### src/rtl/vending_pkg.sv
// Shared types and constants for the vending controller:
// state encoding, piezo event codes and default coin/stock values.
package vending_pkg;

  typedef enum logic [1:0] {
    ST_IDLE,
    ST_CREDIT,
    ST_CHANGE,
    ST_ADMIN
  } state_t;

  localparam logic [3:0] EVT_NONE     = 4'd0;
  localparam logic [3:0] EVT_COIN     = 4'd1;
  localparam logic [3:0] EVT_VEND     = 4'd2;
  localparam logic [3:0] EVT_SOLDOUT  = 4'd3;
  localparam logic [3:0] EVT_NOFUND   = 4'd4;
  localparam logic [3:0] EVT_CHG_DONE = 4'd5;
  localparam logic [3:0] EVT_ERR      = 4'd6;
  localparam logic [3:0] EVT_RESTOCK  = 4'd7;
  localparam logic [3:0] EVT_ADMIN    = 4'd8;

  localparam int DEF_COIN_S_VAL = 1;
  localparam int DEF_COIN_L_VAL = 5;
  localparam int DEF_MAX_CREDIT = 20;
  localparam int DEF_INIT_STOCK = 2;
  localparam int DEF_MAX_STOCK  = 9;

endpackage

### src/rtl/vending_core_change_dispenser.sv
// Change sequencer: while load is high, pays out one coin per cycle
// (large when it fits, else small). Ports: clk, rst, load, credit in;
// credit_nxt (remaining after this cycle's coin), chg_s, chg_l, done out.
module change_dispenser
  import vending_pkg::*;
#(
  parameter int MONEY_W    = 8,
  parameter int COIN_S_VAL = DEF_COIN_S_VAL,
  parameter int COIN_L_VAL = DEF_COIN_L_VAL
) (
  input  logic               clk,
  input  logic               rst,
  input  logic               load,
  input  logic [MONEY_W-1:0] credit,
  output logic [MONEY_W-1:0] credit_nxt,
  output logic               chg_s,
  output logic               chg_l,
  output logic               done
);

  logic               use_l;
  logic [MONEY_W-1:0] dec;

  always_comb begin
    use_l = credit >= MONEY_W'(COIN_L_VAL);
    dec   = '0;
    if (use_l)
      dec = MONEY_W'(COIN_L_VAL);
    else if (credit >= MONEY_W'(COIN_S_VAL))
      dec = MONEY_W'(COIN_S_VAL);
    else
      // odd remainder below the small coin: pay it as one last coin
      dec = credit;
    credit_nxt = credit - dec;
  end

  always_ff @(posedge clk) begin
    if (rst) begin
      chg_s <= 1'b0;
      chg_l <= 1'b0;
      done  <= 1'b0;
    end else begin
      chg_l <= load & use_l;
      chg_s <= load & ~use_l;
      done  <= load & (credit_nxt == '0);
    end
  end

endmodule

### src/rtl/vending_core.sv
// Vending controller: coin credit, product select/vend, change payout,
// admin restock. Outputs credit, stock, vend/change/reject/event pulses.
module vending_core
  import vending_pkg::*;
#(
  parameter int NUM_PROD   = 4,
  parameter int MONEY_W    = 8,
  parameter int STOCK_W    = 4,
  parameter logic [NUM_PROD*MONEY_W-1:0] PRICES =
    {8'd9, 8'd7, 8'd5, 8'd3},
  parameter int COIN_S_VAL = DEF_COIN_S_VAL,
  parameter int COIN_L_VAL = DEF_COIN_L_VAL,
  parameter int MAX_CREDIT = DEF_MAX_CREDIT,
  parameter int INIT_STOCK = DEF_INIT_STOCK,
  parameter int MAX_STOCK  = DEF_MAX_STOCK
) (
  input  logic                        clk,
  input  logic                        rst,
  input  logic                        coin_s,
  input  logic                        coin_l,
  input  logic [NUM_PROD-1:0]         sel,
  input  logic                        ret,
  input  logic                        admin_tgl,
  output logic [MONEY_W-1:0]          credit,
  output logic [NUM_PROD*STOCK_W-1:0] stock,
  output logic                        vend_valid,
  output logic [2:0]                  vend_id,
  output logic                        chg_s,
  output logic                        chg_l,
  output logic                        coin_reject,
  output logic                        evt_valid,
  output logic [3:0]                  evt_code,
  output logic                        admin_mode
);

  localparam int SUM_W = MONEY_W + 1;

  state_t                             state;
  logic [MONEY_W-1:0]                 credit_q;
  logic [NUM_PROD-1:0][STOCK_W-1:0]   stock_q;
  logic                               evt_vq;
  logic [3:0]                         evt_cq;

  logic [SUM_W-1:0]   sum_s;
  logic [SUM_W-1:0]   sum_l;
  logic               fit_s;
  logic               fit_l;
  logic               coin_any;
  logic               coin_acc;
  logic               coin_rej;
  logic [MONEY_W-1:0] coin_val;
  logic               sel_any;
  logic               sel_one;
  logic [2:0]         sel_idx;
  logic [MONEY_W-1:0] price;
  logic [STOCK_W-1:0] sel_stock;
  logic [MONEY_W-1:0] remain;
  logic               admin_go;
  logic               blocked;

  logic [MONEY_W-1:0] chg_rem;
  logic               chg_done;

  change_dispenser #(
    .MONEY_W   (MONEY_W),
    .COIN_S_VAL(COIN_S_VAL),
    .COIN_L_VAL(COIN_L_VAL)
  ) u_chg (
    .clk       (clk),
    .rst       (rst),
    .load      (state == ST_CHANGE),
    .credit    (credit_q),
    .credit_nxt(chg_rem),
    .chg_s     (chg_s),
    .chg_l     (chg_l),
    .done      (chg_done)
  );

  always_comb begin
    sum_s = {1'b0, credit_q} + SUM_W'(COIN_S_VAL);
    sum_l = {1'b0, credit_q} + SUM_W'(COIN_L_VAL);
    fit_s = sum_s <= SUM_W'(MAX_CREDIT);
    fit_l = sum_l <= SUM_W'(MAX_CREDIT);
    coin_any = coin_s | coin_l;
    coin_acc = 1'b0;
    coin_val = '0;
    // large coin wins a tie; the small one is always refused then
    if (coin_l) begin
      coin_acc = fit_l;
      coin_val = MONEY_W'(COIN_L_VAL);
    end else if (coin_s) begin
      coin_acc = fit_s;
      coin_val = MONEY_W'(COIN_S_VAL);
    end
    coin_rej = (coin_l & ~fit_l)
             | (coin_l & coin_s)
             | (coin_s & ~coin_l & ~fit_s);
  end

  always_comb begin
    sel_idx   = '0;
    price     = '0;
    sel_stock = '0;
    for (int i = 0; i < NUM_PROD; i++) begin
      if (sel[i]) begin
        sel_idx   = 3'(i);
        price     = PRICES[i*MONEY_W +: MONEY_W];
        sel_stock = stock_q[i];
      end
    end
    sel_any  = |sel;
    sel_one  = $onehot(sel);
    remain   = credit_q - price;
    admin_go = admin_tgl & (state == ST_IDLE);
    blocked  = ret | sel_any | admin_go;
  end

  always_ff @(posedge clk) begin
    if (rst) begin
      state      <= ST_IDLE;
      credit_q   <= '0;
      for (int i = 0; i < NUM_PROD; i++)
        stock_q[i] <= STOCK_W'(INIT_STOCK);
      vend_valid  <= 1'b0;
      vend_id     <= '0;
      coin_reject <= 1'b0;
      evt_vq      <= 1'b0;
      evt_cq      <= EVT_NONE;
      admin_mode  <= 1'b0;
    end else begin
      vend_valid  <= 1'b0;
      coin_reject <= 1'b0;
      evt_vq      <= 1'b0;
      unique case (state)
        ST_IDLE, ST_CREDIT: begin
          coin_reject <= blocked ? coin_any : coin_rej;
          if (ret) begin
            if (state == ST_CREDIT)
              state <= ST_CHANGE;
          end else if (admin_go) begin
            state      <= ST_ADMIN;
            admin_mode <= 1'b1;
            evt_vq     <= 1'b1;
            evt_cq     <= EVT_ADMIN;
          end else if (sel_any) begin
            evt_vq <= 1'b1;
            if (!sel_one) begin
              evt_cq <= EVT_ERR;
            end else if (sel_stock == '0) begin
              evt_cq <= EVT_SOLDOUT;
            end else if (credit_q < price) begin
              evt_cq <= EVT_NOFUND;
            end else begin
              evt_cq     <= EVT_VEND;
              credit_q   <= remain;
              vend_valid <= 1'b1;
              vend_id    <= sel_idx;
              for (int i = 0; i < NUM_PROD; i++)
                if (sel[i])
                  stock_q[i] <= stock_q[i] - 1'b1;
              state <= (remain != '0) ? ST_CHANGE : ST_IDLE;
            end
          end else if (coin_acc) begin
            credit_q <= credit_q + coin_val;
            state    <= ST_CREDIT;
            evt_vq   <= 1'b1;
            evt_cq   <= EVT_COIN;
          end
        end
        ST_CHANGE: begin
          credit_q <= chg_rem;
          if (chg_rem == '0)
            state <= ST_IDLE;
        end
        ST_ADMIN: begin
          coin_reject <= coin_any;
          if (admin_tgl) begin
            state      <= ST_IDLE;
            admin_mode <= 1'b0;
            evt_vq     <= 1'b1;
            evt_cq     <= EVT_ADMIN;
          end else if (sel_any) begin
            for (int i = 0; i < NUM_PROD; i++)
              if (sel[i] && stock_q[i] < STOCK_W'(MAX_STOCK))
                stock_q[i] <= stock_q[i] + 1'b1;
            evt_vq <= 1'b1;
            evt_cq <= EVT_RESTOCK;
          end
        end
        default: state <= ST_IDLE;
      endcase
    end
  end

  // the dispenser's done pulse carries the CHG_DONE event; the core
  // itself never raises an event while paying out change
  assign credit    = credit_q;
  assign stock     = stock_q;
  assign evt_valid = evt_vq | chg_done;
  assign evt_code  = chg_done ? EVT_CHG_DONE : evt_cq;

endmodule

### config.mk
export PLATFORM = sky130hd
export DESIGN_NAME = vending_core
export DESIGN_NICKNAME = d
export VERILOG_FILES = /design/src/rtl/vending_pkg.sv /design/src/rtl/vending_core_change_dispenser.sv /design/src/rtl/vending_core.sv
export SDC_FILE = /design/constraint.sdc
export NUM_CORES = 1
export LEC_CHECK = 0
export ABC_AREA = 1
export CAP_MARGIN = 10
export CORE_MARGIN = 10
export CORE_UTILIZATION = 40
export DETAILED_ROUTE_END_ITERATION = 10
export GPL_TIMING_DRIVEN = 1
export SYNTH_ARGS = -nofsm -noshare
export SYNTH_HDL_FRONTEND = slang
export SYNTH_SLANG_ARGS = --single-unit
### constraint.sdc
create_clock -name clk -period 2.84 [get_ports clk]
set_input_delay 0.568 -clock clk [delete_from_list [all_inputs] [get_ports clk]]
set_output_delay 0.568 -clock clk [all_outputs]
set_load 0.01 [all_outputs]
# [After elaboration in Yosys (flattened, before gate mapping)]
# Cells that the tools add are included.
[totals] regBits=40 in_bits=10
[classes] n_addsub=16 magnitude_cmp=9 eq_ne=34 mux=79 bitwise=25 n_reduce_logical=22
[ops] cell="2-to-1 mux 16 bit" count=8
[ops] cell="2-to-1 mux 8 bit" count=12
[ops] cell="2-to-1 mux 4 bit" count=19
[ops] cell="AND reduction 11 bit" count=4
[ops] cell="inequality test 2 bit (second input constant)" count=19
[ops] cell="case mux 16 bit (2 select lines)" count=1
[ops] cell="2-to-1 mux 2 bit" count=12
[ops] cell="AND reduction 7 bit" count=3
[ops] cell="inequality test 5 bit (second input constant)" count=4
[ops] cell="less-or-equal comparator 9 x 5 -> 1 bit (second input constant)" count=2
[ops] cell="2-to-1 mux 3 bit" count=6
[ops] cell="inequality test 3 bit (second input constant)" count=6
[ops] cell="adder 4 x 1 -> 4 bit (second input constant)" count=4
[ops] cell="less-than comparator 4 bit (second input constant)" count=4
[ops] cell="case mux 8 bit (2 select lines)" count=1
[ops] cell="subtractor 4 x 1 -> 4 bit (second input constant)" count=4
[ops] cell="subtractor 8 bit" count=2
[ops] cell="2-to-1 mux 1 bit" count=15
[ops] cell="NOT 1 bit" count=11
[ops] cell="adder 8 x 1 -> 9 bit (second input constant)" count=1
[ops] cell="adder 8 x 3 -> 9 bit (second input constant)" count=1
[ops] cell="adder 8 bit" count=1
[ops] cell="bitwise AND 1 bit" count=8
[ops] cell=">= comparator 8 x 1 -> 1 bit (second input constant)" count=1
[ops] cell="other kinds (22)" count=36

# [Longest topological paths before layout]
# Gate-level depths: netlist (run 1).
[depth] word_depth=14 mapped_depth=20

# [By module]
# A second synthesis (run 1) with hierarchy kept.
[unflattened] hier_cells=585 hier_area_um2=3664.8
[modules_own_cells] mod="vending_core" instances=1 cells_per_inst=488 area_per_inst_um2=3115.5 seq_area_each_um2=720.7
[modules_own_cells] mod="change_dispenser" instances=1 cells_per_inst=97 area_per_inst_um2=549.3 seq_area_each_um2=60.1

# [Worst setup path after synthesis (run 1)]
# Ideal clock, no wire load.
[synth_timing] path_type="input-to-reg" start="input port sel[0]" end="register stock_q, in the netlist stock[3]" setup_ns=0.064 arrival_time_ns=2.653 setup_slack_ns=0.123 stages=14 n_path_buf=0 path_cell_list="inv_1 -> fa_1 -> inv_1 -> ha_1 -> ha_1 -> nor2_1 -> nand2_1 -> nand2_1 -> o21ai_1 -> nor3_1 -> nand2_2 -> o21ai_0 -> nand2_1 -> nor2_1"
[synth_via] elab_chain_cells=7
[synth_lines] item="start, declared" line="vending_core.sv:21" rtl="input logic [NUM_PROD-1:0] sel,"
[synth_lines] item="2-to-1 mux 2 bit / 2-to-1 mux 4 bit (equally long branches)" line="vending_core.sv:105" rtl="if (sel[i]) begin"
[synth_lines] item="2-to-1 mux 8 bit / 2-to-1 mux 4 bit (equally long branches) (3 in a row)" line="vending_core.sv:105"
[synth_lines] item="less-than comparator 8 bit / zero test 4 bit (equally long branches)" line="vending_core.sv:151, vending_core.sv:149"
[synth_lines] item="inequality test 2 bit (no line)"
[synth_lines] item="AND reduction 11 bit (no line) *"
[synth_lines] item="end signal, assigned by index" line="vending_core.sv:123" rtl="stock_q[i] <= STOCK_W'(INIT_STOCK);"
[synth_lines] item="end signal, assigned by index" line="vending_core.sv:160" rtl="stock_q[i] <= stock_q[i] - 1'b1;"
[synth_lines] item="end signal, assigned by index" line="vending_core.sv:185" rtl="stock_q[i] <= stock_q[i] + 1'b1;"
[synth_lines] item="end, declared" line="vending_core.sv:40" rtl="logic [NUM_PROD-1:0][STOCK_W-1:0] stock_q;"
# Every way passes the cells marked *; elsewhere a longest branch is shown, timed or not.
# A chain may end at the register's enable or synchronous reset.

# [Final worst setup path (run 1)]
[layout_timing] start="input port sel[1]" end="register state[1]"
[layout_via] elab_chain_cells=13
[layout_lines] item="2-to-1 mux 8 bit (3 in a row)" line="vending_core.sv:105"
[layout_lines] item="subtractor 8 bit" line="vending_core.sv:113" rtl="remain = credit_q - price;"
[layout_lines] item="nonzero test 8 bit" line="vending_core.sv:161" rtl="state <= (remain != '0) ? ST_CHANGE : ST_IDLE;"
[layout_lines] item="2-to-1 mux 2 bit" line="vending_core.sv:161"
[layout_lines] item="2-to-1 mux 2 bit" line="vending_core.sv:151" rtl="end else if (credit_q < price) begin"
[layout_lines] item="2-to-1 mux 2 bit" line="vending_core.sv:149" rtl="end else if (sel_stock == '0) begin"
[layout_lines] item="2-to-1 mux 2 bit" line="vending_core.sv:147" rtl="if (!sel_one) begin"
[layout_lines] item="2-to-1 mux 2 bit" line="vending_core.sv:145" rtl="end else if (sel_any) begin"
[layout_lines] item="2-to-1 mux 2 bit" line="vending_core.sv:140" rtl="end else if (admin_go) begin"
[layout_lines] item="2-to-1 mux 2 bit" line="vending_core.sv:137" rtl="if (ret) begin"
[layout_lines] item="case mux 2 bit (3 select lines)" line="vending_core.sv:134" rtl="unique case (state)"
[layout_lines] item="end signal, assigned" line="vending_core.sv:161"
[layout_lines] item="end, declared" line="vending_core.sv:38" rtl="state_t state;"
# Parallel ways exist; a longest one is shown, timed or not. The select of a mux whose other input is x is not followed.

==> impl_metrics.py, run 1 <==
metrics = {
    "outcome": {
        "status": "finished, final reports clean",
    },
    "power_and_ir_drop": {
        "p_seq_share_pct": 16.6,
        "leakage_nw": 2.245,
        "pwr_density_cell_nw_per_um2": 1050,
        "p_sw_mw": 2.548,
        "power_mw": 4.960,
        "cell_internal_pwr_mw": 2.413,
        "ir_worst_vdd_v": 0.0003518,
        "clock_power_share_pct": 7.8,
        "sw_frac_of_total_pct": 51.36,
        "p_comb_share_pct": 75.5,
    },
    "placement": {
        "dp_hpwl_um": 8250,
        "routabilityCongestion": 0.8828,
        "dpl_cell_area_um2": 4449,
        "port_buffers": 45,
    },
    "sta": {
        "period_share_pct": 92.52,
        "holdWs_ns": 0.4659,
        "finalMaxSlewViolations": 0,
        "layout_min_cycle_time_ns": 2.628,
        "finalSetupViolCount": 0,
        "fin_worst_skew_ns": 0.006758,
        "max_freq_mhz": 380.6,
        "hold_violations": 0,
    },
    "routing": {
        "ant_nets": 0,
        "routed_via_density": 5.045,
        "drtIter0Drc": 212,
        "drt-pass1-iter-count": 5,
        "post_drt_wl_per_cell_um": 13.79,
        "routed_wl_um": 10540,
        "drc": 0,
        "num_vias": 3854,
    },
    "clocking": {
        "cts_sinks": 39,
        "insertion_delay_ns": 0.30,
        "numCtsBuffers": 5,
        "cts_tree": "built",
        "clk_pin_slew_ns": 0.08,
        "ctsHoldBuffers": 0,
        "clockRootBuffer": "clkbuf_8",
        "clockBufferDepth": 2,
        "htreeDepth": 2,
    },
    "worst_setup_path": {
        "slowest_delay_ns": 0.33,
        "critPathArrivalTime_ns": 2.82,
        "cp_num_buf_inv": 5,
        "cp-start-kind": "primary input",
        "required_ns": 3.04,
        "cp_max_fo": 4,
        "crit_family": "simple AND/OR/NAND/NOR gates",
        "path_cells": "dlygate4sd2_1 > inv_2 > buf_4 > ha_1 > nand2_1 > ha_2 > fa_2 > inv_1 > nand2_1 > nand2_2 > a21oi_1 > nand2_1 > nand3_4 > buf_4 > a21oi_4 > nand3_1 > nor2_2 > nor2_1",
        "cp_slowest_cell": "fa_2",
        "criticalPathCategory": "in -> reg",
        "cp_common_cell": "nand2_1",
        "reg2reg_slack_ns": 0.26,
        "endpoint_kind": "flip-flop",
    },
    "cells_and_area": {
        "final_cell_mix": "nand2_1 (139), nor2_1 (67), inv_1 (64)",
        "final_common_cell": "nand2_1",
        "fin_area_um2": 4723,
        "num-nets-final": 700,
        "final.fill_count": 895,
        "multi_input_area_um2": 2608,
        "regArea_um2": 780.7,
        "utilization_pct": 54.43,
        "post_route_cells_drive_above_1_share_pct": 17.99,
        "syn_to_final_growth_pct": 32.83,
        "n_antenna_cell": 0,
    },
    "floorplanning": {
        "die_area_um2": 13060,
        "top_level_ports": 47,
        "coreArea_um2": 8678,
        "num_rows": 34,
        "die_w_um": 114.3,
        "die_h_um": 114.3,
        "initial_core_util_pct": 40.97,
    },
    "grt": {
        "antenna_found_initial": 0,
        "globalRouteOverflowTotal": 0,
        "grt_usage_pct": 16.23,
        "grt_pass1_wl_um": 17750,
        "grt_pass1_vias": 3755,
        "grt_max_degree": 17,
    },
    "yosys": {
        "async_reset_ff_share_pct": 0,
        "synth_warnings": 0,
        "syn_area_per_cell_um2": 6.396,
        "synthCells": 556,
        "synth_cell_type_count": 39,
        "seq_area_frac_synth_pct": 21.96,
        "synthFlopType": "dfxtp_1",
        "ys_ff_latch": 39,
        "syn-cell-area_um2": 3556,
        "synth-edff-count": 0,
    },
    "flow_run": {
        "cap_viol_max_count": 0,
    },
    "min_path": {
        "hold_class": "reg -> reg",
    },
}
worst register-to-register path: stages, from the launching register on:
cell and delay, ns:
dfxtp_1 0.34, inv_4 0.06, nand2_2 0.06, nor3_4 0.23, nand3_2 0.11, ha_1 0.21
inv_2 0.07, fa_1 0.41, inv_1 0.08, nand2_1 0.06, nor2_2 0.10, nand3_1 0.08
nor2_1 0.09, nand4_1 0.18, nand2_2 0.14, nand3_1 0.10, nor2_2 0.12, nor2_1 0.05
state kept, by name, indices dropped and copies added, names as in the netlist:
name / flops
admin_mode: 1
coin_reject: 1
credit: 8
evt_cq: 4
evt_vq: 1
state: 2
stock: 16
u_chg.chg_l: 1
u_chg.chg_s: 1
u_chg.done: 1
vend_id: 2
vend_valid: 1
metrics by stage:
step / std cells / setup TNS [ns] / worst slack, ns
3_3_place_gp: 751 / -13.06 / -0.4974
4_1_cts: 764 / 0 / 0.05597
6_report: 764 / 0 / 0.2123
3_5_place_dp: 751 / -13.96 / -0.5300
2_1_floorplan: 562 / 0 / 0.1229
5_1_grt: 764 / -0.03140 / -0.01797
path summary, 6_finish.rpt:
| check | from | to | cells after the start |
|---|---|---|---|
| setup / recovery | sel[1] | state[1]$_SDFFE_PP0P_ | 18 |
| hold / removal | evt_cq[3]$_SDFFE_PP0P_ | evt_cq[3]$_SDFFE_PP0P_ | 2 |
| setup reg to reg | credit[5]$_SDFFE_PP0P_ | state[1]$_SDFFE_PP0P_ | 17 |
| hold reg to reg | evt_cq[3]$_SDFFE_PP0P_ | evt_cq[3]$_SDFFE_PP0P_ | 2 |
power by group through the flow:
stage                     clock network (mW)  logic, mW  registers, mW
after floorplan                            0       2.13          0.887
after global placement                     0       3.36          0.832
after detailed placement                   0       3.39          0.832
after CTS                              0.397       3.57          0.820
after global routing                   0.415       4.21          0.849
final                                  0.388       3.75          0.826
synth_stat cells, types with 2 or more instances:
master / count / area share, %
nand3_2: 6 / 1.7
clkbuf_1: 4 / 0.42
buf_6: 2 / 0.63
nor2_1: 72 / 7.6
o211ai_1: 2 / 0.42
nand2_2: 8 / 1.4
o31ai_1: 2 / 0.42
o21ai_0: 35 / 4.9
nand3_1: 32 / 4.5
nand2_1: 143 / 15
nand3b_1: 3 / 0.63
ha_1: 28 / 9.9
a21oi_1: 35 / 4.9
xor2_1: 9 / 2.2
clkinv_1: 2 / 0.21
or2_2: 2 / 0.35
nand4_1: 17 / 3.0
inv_1: 68 / 7.2
conb_1: 2 / 0.21
fa_1: 7 / 3.9
inv_4: 2 / 0.35
dfxtp_1: 39 / 22
nand3_4: 2 / 0.99
buf_2: 3 / 0.42
nor3_2: 3 / 0.84
xnor2_1: 2 / 0.49
nor3_1: 9 / 1.3
inv_2: 3 / 0.32
o21ai_1: 4 / 0.56
per-layer routing:
layer	vias to the layer above	part of all wire, %	track usage [%]
met5	-	0	0
met4	0	1.3	3.843
met3	10	5.8	3.407
met2	95	47	27.11
met1	1752	46	20.80
li1	1997	-	-
cell type report:
cell class	instances	share of cell area, %
multi-input cells	439	55.21
well taps	108	2.861
repair buffers	95	17.54
clock buffers	6	1.536
inverters	75	6.066
flip-flops and latches	39	16.53
clock inverters	2	0.2649
kinds of logic (layout without fill, tap and decap cells):
group           after synthesis  after routing  synth area share (%)
simple gates                303            304                 39.41
buf+inv                      85            178                 9.746
compound gates               81             81                 12.17
flops                        39             39                 21.96
fa+ha+maj                    35             35                 13.79
xor+xnor                     11             11                 2.710
other cells                   2              8                0.2112
repair_timing:
item | 4_1_cts | 5_1_grt
endpoints found under the setup margin | 29 | 29
pin swaps | 8 | 11
gates resized for setup | 22 | 29
buffers inserted | 4 | 0
gates cloned | 1 | 0
Note: power is estimated with default switching activity, not from simulation.
==> run 2: changes to the inputs <==
--- a/config.mk
+++ b/config.mk
@@ -9,8 +9,10 @@
 export CAP_MARGIN = 10
 export CORE_MARGIN = 10
 export CORE_UTILIZATION = 40
+export CTS_CLUSTER_SIZE = 28
 export DETAILED_ROUTE_END_ITERATION = 10
 export GPL_TIMING_DRIVEN = 1
+export SETUP_SLACK_MARGIN = 0.15
 export SYNTH_ARGS = -nofsm -noshare
 export SYNTH_HDL_FRONTEND = slang
 export SYNTH_SLANG_ARGS = --single-unit
==> impl_metrics.py, run 2 (same netlist as run 1, synthesis figures left out) <==
metrics = {
    "grt": {
        "grt_pass1_wl_um": 17540,
        "grt_pass1_vias": 3670,
        "grt_usage_pct": 16.01,
        "antenna_found_initial": 0,
        "grt_max_degree": 17,
        "globalRouteOverflowTotal": 0,
    },
    "floorplanning": {
        "num_rows": 34,
        "coreArea_um2": 8678,
        "top_level_ports": 47,
        "initial_core_util_pct": 40.97,
        "die_w_um": 114.3,
        "die_h_um": 114.3,
        "die_area_um2": 13060,
    },
    "sta": {
        "finalSetupViolCount": 0,
        "period_share_pct": 90.09,
        "rsz0062_at_grt": "true",
        "holdWs_ns": 0.4671,
        "finalMaxSlewViolations": 0,
        "layout_min_cycle_time_ns": 2.559,
        "max_freq_mhz": 390.8,
        "hold_violations": 0,
        "fin_worst_skew_ns": 0.009485,
    },
    "routing": {
        "post_drt_wl_per_cell_um": 13.98,
        "num_vias": 3845,
        "routed_wl_um": 10650,
        "ant_nets": 0,
        "met3_length_um": 695,
        "highest-signal-layer": "met4",
        "routed-wl-met2_um": 5095,
        "route.layer.met1.wl_um": 4701,
        "drtIter0Drc": 193,
        "drc": 0,
        "drt-pass1-iter-count": 4,
        "routed_via_density": 5.046,
    },
    "worst_setup_path": {
        "required_ns": 3.08,
        "endpoint_kind": "flip-flop",
        "cp_num_buf_inv": 4,
        "critPathArrivalTime_ns": 2.80,
        "path_depth": 16,
        "cp-start-kind": "primary input",
        "path_cells": "clkdlybuf4s15_2 > inv_2 > fa_1 > inv_1 > ha_2 > ha_4 > nor2_4 > nand2_2 > nand2_2 > o21ai_4 > nor3_4 > buf_12 > nand3_2 > o21ai_1 > nand2_1 > nor2_1",
        "criticalPathCategory": "in -> reg",
        "cp_max_fo": 6,
        "slowest_delay_ns": 0.50,
        "crit_family": "adder cells",
        "cp_common_cell": "nand2_2",
        "cp_slowest_cell": "fa_1",
        "reg2reg_depth": 18,
    },
    "power_and_ir_drop": {
        "leakage_nw": 2.246,
        "pwr_density_cell_nw_per_um2": 1066,
        "ir_worst_vdd_v": 0.0003758,
    },
    "clocking": {
        "clockRootBuffer": "clkbuf_8",
        "clockBufferDepth": 2,
        "cts_tree": "built",
        "clk_pin_slew_ns": 0.09,
        "numCtsBuffers": 5,
        "htreeDepth": 2,
        "cts_sinks": 39,
        "insertion_delay_ns": 0.30,
    },
    "flow_run": {
        "cap_viol_max_count": 0,
    },
    "cells_and_area": {
        "n_antenna_cell": 0,
        "final_common_cell": "nand2_1",
        "final.fill_count": 889,
        "largest_register_ffs": 16,
        "utilization_pct": 55.18,
        "post_route_cells_drive_above_1_share_pct": 19.11,
        "syn_to_final_growth_pct": 34.66,
        "final_cell_mix": "nand2_1 (135), nor2_1 (68), inv_1 (64)",
        "fin_cells": 762,
        "num-nets-final": 698,
        "fin_area_um2": 4788,
    },
    "placement": {
        "dp_cells": 748,
        "dpl_cell_area_um2": 4454,
        "dp_hpwl_um": 8305,
        "port_buffers": 45,
        "routabilityCongestion": 0.8847,
    },
    "min_path": {
        "hold_class": "reg -> reg",
        "whs_path_depth": 2,
    },
    "outcome": {
        "status": "finished, final reports clean",
    },
}
## run 2: cell count changes in the layout (fill, tap and decap cells not counted), moves of 2 or more
cell	previous run	this run
nand2_1	139	135
ha_1	26	23
ha_4	0	3
nand2_2	11	14
nand3_2	4	7
nand3_4	7	4
nor2_2	5	2
buf_4	48	46
dfxtp_1	39	37
dfxtp_2	0	2
nor2_4	2	4
o21ai_1	7	9
o21ai_2	3	1
## run 2: path summary, 6_finish.rpt
path / endpoint / start / slack [ns]
setup / recovery: stock[11]$_SDFFE_PP0P_ / sel[1] / 0.28
hold / removal: admin_mode$_SDFFE_PP0P_ / admin_mode$_SDFFE_PP0P_ / 0.47
setup reg to reg: state[0]$_SDFFE_PP0P_ / credit[6]$_SDFFE_PP0P_ / 0.30
hold reg to reg: admin_mode$_SDFFE_PP0P_ / admin_mode$_SDFFE_PP0P_ / 0.47
## run 2: power by group
| part | internal [mW] | switching [mW] | total, mW |
|---|---|---|---|
| Sequential | 0.688 | 0.133 | 0.821 |
| Clock | 0.285 | 0.221 | 0.506 |
| Combinational | 1.59 | 2.19 | 3.78 |
| Total | 2.56 | 2.55 | 5.10 |
## run 2: per-stage QoR
step	total power, mW	setup TNS (ns)	setup slack [ns]
3_3_place_gp	4.142	-12.52	-0.4788
3_5_place_dp	4.194	-15.35	-0.5785
5_1_grt	5.608	0	0.08129
6_report	5.105	0	0.2813
2_1_floorplan	3.024	0	0.1525
4_1_cts	4.768	0	0.1538
## run 2: worst min-delay path, cell delays in order (launching register included)
cell and delay, ns:
dfxtp_1 0.32, nand2_1 0.06, a21oi_1 0.05
## run 2: repair_timing
item	in CTS	in global routing
hold buffers	0	0
setup endpoints to repair	32	30
gates resized for setup	19	40
buffers inserted	1	4
cloned	0	1
pin swaps	4	23
## run 2: routing by layer
layer,track usage [%],up-vias
li1,-,1997
met1,20.33,1736
met3,3.249,15
met5,0,-
met4,4.010,0
met2,26.96,97
## run 2: area by class of cell
cell class | instances | area (µm²) | share of cell area (%)
clock buffer | 6 | 82.58 | 1.725
timing repair buffer | 93 | 823.3 | 17.19
inverter | 75 | 290.3 | 6.062
clock inverter | 2 | 35.03 | 0.7316
tap | 108 | 135.1 | 2.822
multi-input combinational | 439 | 2639 | 55.11
sequential | 39 | 783.3 | 16.36
